===== config.mk =====
export PLATFORM = sky130hd
export DESIGN_NAME = rv_lsu
export DESIGN_NICKNAME = d
export VERILOG_FILES = /design/src/rtl/rv_lsu.sv
export SDC_FILE = /design/constraint.sdc
export NUM_CORES = 1
export LEC_CHECK = 0
export CORE_MARGIN = 3
export CORE_UTILIZATION = 50
export CTS_BUF_LIST = sky130_fd_sc_hd__clkbuf_8
export DETAILED_ROUTE_END_ITERATION = 12
export PLACE_DENSITY = 0.9
export SLEW_MARGIN = 20
export SYNTH_ARGS = -nofsm -noshare
export SYNTH_HDL_FRONTEND = slang
export SYNTH_SLANG_ARGS = --single-unit

===== constraint.sdc =====
create_clock -name clk -period 4.2 [get_ports clk]
set_input_delay 0.42 -clock clk [delete_from_list [all_inputs] [get_ports clk]]
set_output_delay 0.42 -clock clk [all_outputs]
set_load 0.02 [all_outputs]

===== src/rtl/rv_lsu.sv =====
// Load/store unit: serialises one 32-bit RV32I load/store into little-endian
// byte accesses on a byte-wide memory and returns the extended load result.
module rv_lsu #(
    parameter int ADDR_W           = 32,
    parameter bit ALLOW_MISALIGNED = 1'b0
) (
    input  logic              clk,
    input  logic              reset,
    input  logic              req_valid,
    output logic              req_ready,
    input  logic              req_we,
    input  logic [2:0]        req_funct3,
    input  logic [ADDR_W-1:0] req_addr,
    input  logic [31:0]       req_wdata,
    output logic              resp_valid,
    output logic              resp_err,
    output logic [31:0]       resp_rdata,
    output logic [ADDR_W-1:0] mem_addr,
    output logic              mem_we,
    output logic [7:0]        mem_wdata,
    input  logic [7:0]        mem_rdata
);

    typedef enum logic [1:0] {IDLE, XFER, RESP} state_e;

    state_e            state_q, state_d;
    logic              we_q, we_d;
    logic [2:0]        funct3_q, funct3_d;
    logic [31:0]       wdata_q, wdata_d;
    logic              err_q, err_d;
    logic [1:0]        cnt_q, cnt_d;
    logic [1:0]        last_q, last_d;
    logic [31:0]       buf_q, buf_d;
    logic [ADDR_W-1:0] mem_addr_q, mem_addr_d;

    logic       req_illegal, req_misal;
    logic [1:0] req_last;
    logic [7:0] wbyte;
    logic [31:0] ext_data;

    // Request decode: index of the last byte (size-1), legality and alignment.
    always_comb begin
        case (req_funct3[1:0])
            2'b01:   req_last = 2'd1;
            2'b10:   req_last = 2'd3;
            default: req_last = 2'd0;
        endcase
        if (req_we)
            req_illegal = (req_funct3 > 3'd2);
        else
            req_illegal = (req_funct3 == 3'b011) || (req_funct3[2:1] == 2'b11);
        req_misal = !ALLOW_MISALIGNED &&
                    (((req_funct3[1:0] == 2'b01) && req_addr[0]) ||
                     ((req_funct3[1:0] == 2'b10) && (req_addr[1:0] != 2'b00)));
    end

    always_comb begin
        state_d    = state_q;
        we_d       = we_q;
        funct3_d   = funct3_q;
        wdata_d    = wdata_q;
        err_d      = err_q;
        cnt_d      = cnt_q;
        last_d     = last_q;
        buf_d      = buf_q;
        mem_addr_d = mem_addr_q;
        case (state_q)
            IDLE: begin
                if (req_valid) begin
                    we_d     = req_we;
                    funct3_d = req_funct3;
                    wdata_d  = req_wdata;
                    buf_d    = '0;
                    cnt_d    = 2'd0;
                    last_d   = req_last;
                    err_d    = req_illegal || req_misal;
                    // Error path skips memory entirely and leaves mem_addr untouched.
                    if (req_illegal || req_misal) begin
                        state_d = RESP;
                    end else begin
                        state_d    = XFER;
                        mem_addr_d = req_addr;
                    end
                end
            end
            XFER: begin
                if (!we_q)
                    buf_d[{cnt_q, 3'b000} +: 8] = mem_rdata;
                if (cnt_q == last_q) begin
                    state_d = RESP;
                end else begin
                    cnt_d      = cnt_q + 2'd1;
                    mem_addr_d = mem_addr_q + {{(ADDR_W-1){1'b0}}, 1'b1};
                end
            end
            RESP: state_d = IDLE;
            default: state_d = IDLE;
        endcase
    end

    always_ff @(posedge clk or posedge reset) begin
        if (reset) begin
            state_q    <= IDLE;
            we_q       <= 1'b0;
            funct3_q   <= 3'b000;
            wdata_q    <= '0;
            err_q      <= 1'b0;
            cnt_q      <= 2'd0;
            last_q     <= 2'd0;
            buf_q      <= '0;
            mem_addr_q <= '0;
        end else begin
            state_q    <= state_d;
            we_q       <= we_d;
            funct3_q   <= funct3_d;
            wdata_q    <= wdata_d;
            err_q      <= err_d;
            cnt_q      <= cnt_d;
            last_q     <= last_d;
            buf_q      <= buf_d;
            mem_addr_q <= mem_addr_d;
        end
    end

    // Outputs decode from registered state only; nothing flows from req_* to mem_*.
    always_comb begin
        case (cnt_q)
            2'd0:    wbyte = wdata_q[7:0];
            2'd1:    wbyte = wdata_q[15:8];
            2'd2:    wbyte = wdata_q[23:16];
            default: wbyte = wdata_q[31:24];
        endcase
        case (funct3_q)
            3'b000:  ext_data = {{24{buf_q[7]}}, buf_q[7:0]};
            3'b001:  ext_data = {{16{buf_q[15]}}, buf_q[15:0]};
            3'b100:  ext_data = {24'h0, buf_q[7:0]};
            3'b101:  ext_data = {16'h0, buf_q[15:0]};
            default: ext_data = buf_q;
        endcase
    end

    assign req_ready  = (state_q == IDLE);
    assign mem_addr   = mem_addr_q;
    assign mem_we     = (state_q == XFER) && we_q;
    assign mem_wdata  = mem_we ? wbyte : 8'h00;
    assign resp_valid = (state_q == RESP);
    assign resp_err   = resp_valid && err_q;
    assign resp_rdata = (resp_valid && !err_q && !we_q) ? ext_data : 32'h0;

endmodule


==> summary.txt <==
Run status - completed
Crit Path Max Fanout - 17
Slack of the worst reg-to-reg path - 1.74 ns
R2R depth - 6
Number of enable flip-flop cells after synthesis - 0
Clock-pin transition on the worst setup and hold timing paths - 0.10 ns
Quantity of I/O buffers inserted on ports - 154
Worst min path class - reg2reg
Library cell used as clock root buffer - clkbuf_8
Drt wl/cell - 18.46 µm
Count of distinct cell types in the synthesized netlist - 56
Main synth FF type - dfrtp_1
Buffers and inverters on the worst path - 1
Remaining global-route overflow - 0
Async S/R FF share, synth - 100.0%
Crit end category - primary output
Via density per instance - 6.018
TritonCTS clock tree - yes
Overall fraction of global-route tracks in use - 25.36%
Worst-Skew Late Latency - 0.37 ns
Relative max-transition margin - 32.35%
Area Overhead vs Synth - 32.43%
Summed negative setup slack over all endpoints - 0 ns
Clock Sink Count - 107
Number of global-route vias before repair - 5190
Post-CTS Setup Inserts - 0
Total number of vias - 5248
Cts bufs inserted - 9
CP max-delay cell - clkdlybuf4s50_1
Max Freq - 282.1 MHz
Area of the mapped netlist - 5698 µm²
Levels on crit path - 5
Critical path data arrival time - 3.12 ns
Routed WL - 16100 µm
Number of cells on the worst hold path - 1
Power density over cell area - 648.4 nW/µm²
Max-cap violation count - 0
Ports placed on the boundary - 155
Flip-flop and latch count after synthesis - 107
Final count of pins violating max slew - 0
Placer's final routability congestion estimate - 0.9402
Antenna violations before repair - 0
Final Hold Viols - 0
Max stage delay on crit path - 0.64 ns
Final number of setup-violating endpoints - 0
Maximum ir drop on the vdd rail - 0.4447 mV
Std cell rows - 38
Core Area - 10980 µm²
Residual DRC - 0
CP delay by family, top - compound AO/OA/AOI/OAI gates
H-tree depth reported by CTS - 3
Final core utilization - 68.71%
Area taken by multi-input logic gates - 2760 µm²
Register area - 2678 µm²
Cell-by-cell listing of the critical path - nor2b_1, nand2_1, o21bai_1, a21oi_1, clkdlybuf4s50_1
Mean area per synthesized cell - 9.528 µm²
Worst reg2reg path endpoint - mem_addr[22]
Number of nets in the finished design - 817
Data required time of the worst path - 3.78 ns
Die height - 112.8 µm
Wire length of the first global-routing pass - 26120 µm
Antenna cell count - 0
Maximum number of pins on one net before global-route repair - 66
Leakage - 2.949 nW
Worst setup path category - reg2out
Number of warnings issued by yosys - 0
Drt first-iter violations - 379
Count of hold buffers inserted by post-cts repair - 0
CTS-repair resized insts - 0
Worst flop-to-flop path startpoint - mem_addr[1]
Detailed placement HPWL - 11530 µm
Fill cell instance count of the final layout - 834
Final period demand of the worst path - 3.544 ns
Worst Tran Pin Value - 1.015 ns
Horizontal extent of the die - 112.8 µm
Origin of the worst setup path - state_q[1]
Startpoint type of the worst setup path - flip-flop
Share of synthesized area occupied by flip-flops and latches - 46.99%
Setup repair after global routing missed its margin - no
DIE AREA - 12710 µm²
Post-Route Skew - 0.01485 ns
Finished layout cell area - 7546 µm²
Share of cells above drive strength 1 - 10.52%
Number of nets with antenna violations after detailed routing - 0
Placement-stage cell area - 7306 µm²
Cells after Synth - 598
Final critical-path share of the clock period - 84.39%
Nets in the synthesized netlist - 688
Initial Util - 51.88%
Termination of the worst setup path - resp_rdata[30]
Maximum buffer depth of the clock tree - 2
Initial DRT Pass Iterations - 8
-- cells by family (layout without fill, tap and decap cells) --
| logic type | after synthesis | after routing | share of synthesized area [%] |
|---|---|---|---|
| adders and majority gates | 11 | 11 | 2.415 |
| xor gates and xnor gates | 2 | 2 | 0.3075 |
| muxes | 41 | 41 | 8.059 |
| DFF | 107 | 107 | 46.99 |
| buffers and inverters | 74 | 208 | 5.248 |
| AOI/OAI and AO/OA | 192 | 192 | 21.34 |
| and+or+nand+nor | 171 | 171 | 15.64 |
-- per-layer routing --
metal,track usage [%],part of all wire [%],wire (µm),up-vias
met5,0,0,0,-
met4,11.14,3.2,509,0
met3,4.599,8.0,1293,49
met2,40.84,48,7735,285
met1,33.73,41,6556,2488
li1,-,-,-,2426
-- layout make-up --
cell class,count,share of cell area [%]
multi-input cells,417,36.58
clock inverters,5,1.011
well taps,140,2.321
inverters,33,1.675
flip-flops and latches,107,35.48
repair buffers,159,20.93
clock buffers,11,2.006
-- worst min-delay path by stage --
stage | slack, ns | end | from
after CTS | 0.51 | buf_q[10] | buf_q[10]
after global routing | 0.54 | wdata_q[0] | wdata_q[0]
after floorplan | 0.47 | buf_q[10] | buf_q[10]
after detailed placement | 0.49 | buf_q[12] | buf_q[12]
final | 0.51 | buf_q[10] | buf_q[10]
after global placement | 0.48 | buf_q[8] | buf_q[8]
-- flip-flops by register name, summed over array words and instances (netlist names) --
register / cells
buf_q: 32
mem_addr: 32
wdata_q: 32
funct3_q: 3
cnt_q: 2
last_q: 2
state_q: 2
err_q: 1
we_q: 1
-- cells in the mapped netlist (2+ instances only) --
cell	instances	area, µm²
xnor2_1	2	17.52
mux2_2	39	439.2
nor4_4	2	42.54
a41oi_1	2	17.52
dfrtp_1	107	2678
nand2_1	26	97.59
a21o_1	3	22.52
buf_2	17	85.08
a21oi_1	70	350.3
a222oi_1	8	80.08
a22o_1	16	140.1
o21ai_0	31	155.2
nand4_1	11	68.82
clkbuf_1	24	90.09
nor4_1	3	18.77
and2_1	2	12.51
nand3b_1	2	15.01
nor4_2	3	37.54
nor3_1	7	35.03
o22a_1	11	96.34
nand3_1	34	170.2
inv_1	32	120.1
ha_1	11	137.6
o22ai_1	4	25.02
nand2b_1	3	18.77
nor2_1	61	229.0
nor3_2	3	30.03
nor2b_1	3	18.77
o21ai_1	18	90.09
a31oi_1	9	56.30
a2bb2oi_1	8	70.07
mux2i_1	2	20.02
-- cells in the final DEF, fill, tap and decap left out, drive strengths merged, types with 12 or more instances in the layout --
cell type,synthesis,layout
a21oi,71,71
a22o,16,16
clkdlybuf4s50,0,154
dfrtp,107,107
inv,33,34
mux2,39,39
nand2,26,26
nand3,34,34
nand4,12,12
nor2,61,61
o21ai,49,49
-- power breakdown --
group,total [W],switching [W],internal [W]
Combinational,0.00231,0.00126,0.00105
Clock,0.000718,0.000352,0.000366
Sequential,0.00187,0.000460,0.00141
Total,0.00489,0.00207,0.00282
-- worst reg2reg max path: stages, from the launching register on --
cell	delay [ns]
dfrtp_1	0.47
ha_1	0.26
nand4_1	0.29
nor4_4	0.76
nand4_1	0.20
o21ai_0	0.14
o2bb2a_1	0.24
-- metrics by stage --
stage	std cells	power (W)	setup slack [ns]	hold slack, ns
2_1_floorplan	598	0.003295	0.9628	0.4665
3_3_place_gp	856	0.004044	1.308	0.4832
3_5_place_dp	856	0.004152	1.067	0.4876
4_1_cts	872	0.004872	0.6546	0.5113
5_1_grt	872	0.005187	0.4132	0.5358
6_report	872	0.004893	0.6556	0.5138
No activity file was read; power rests on OpenSTA's default activity.
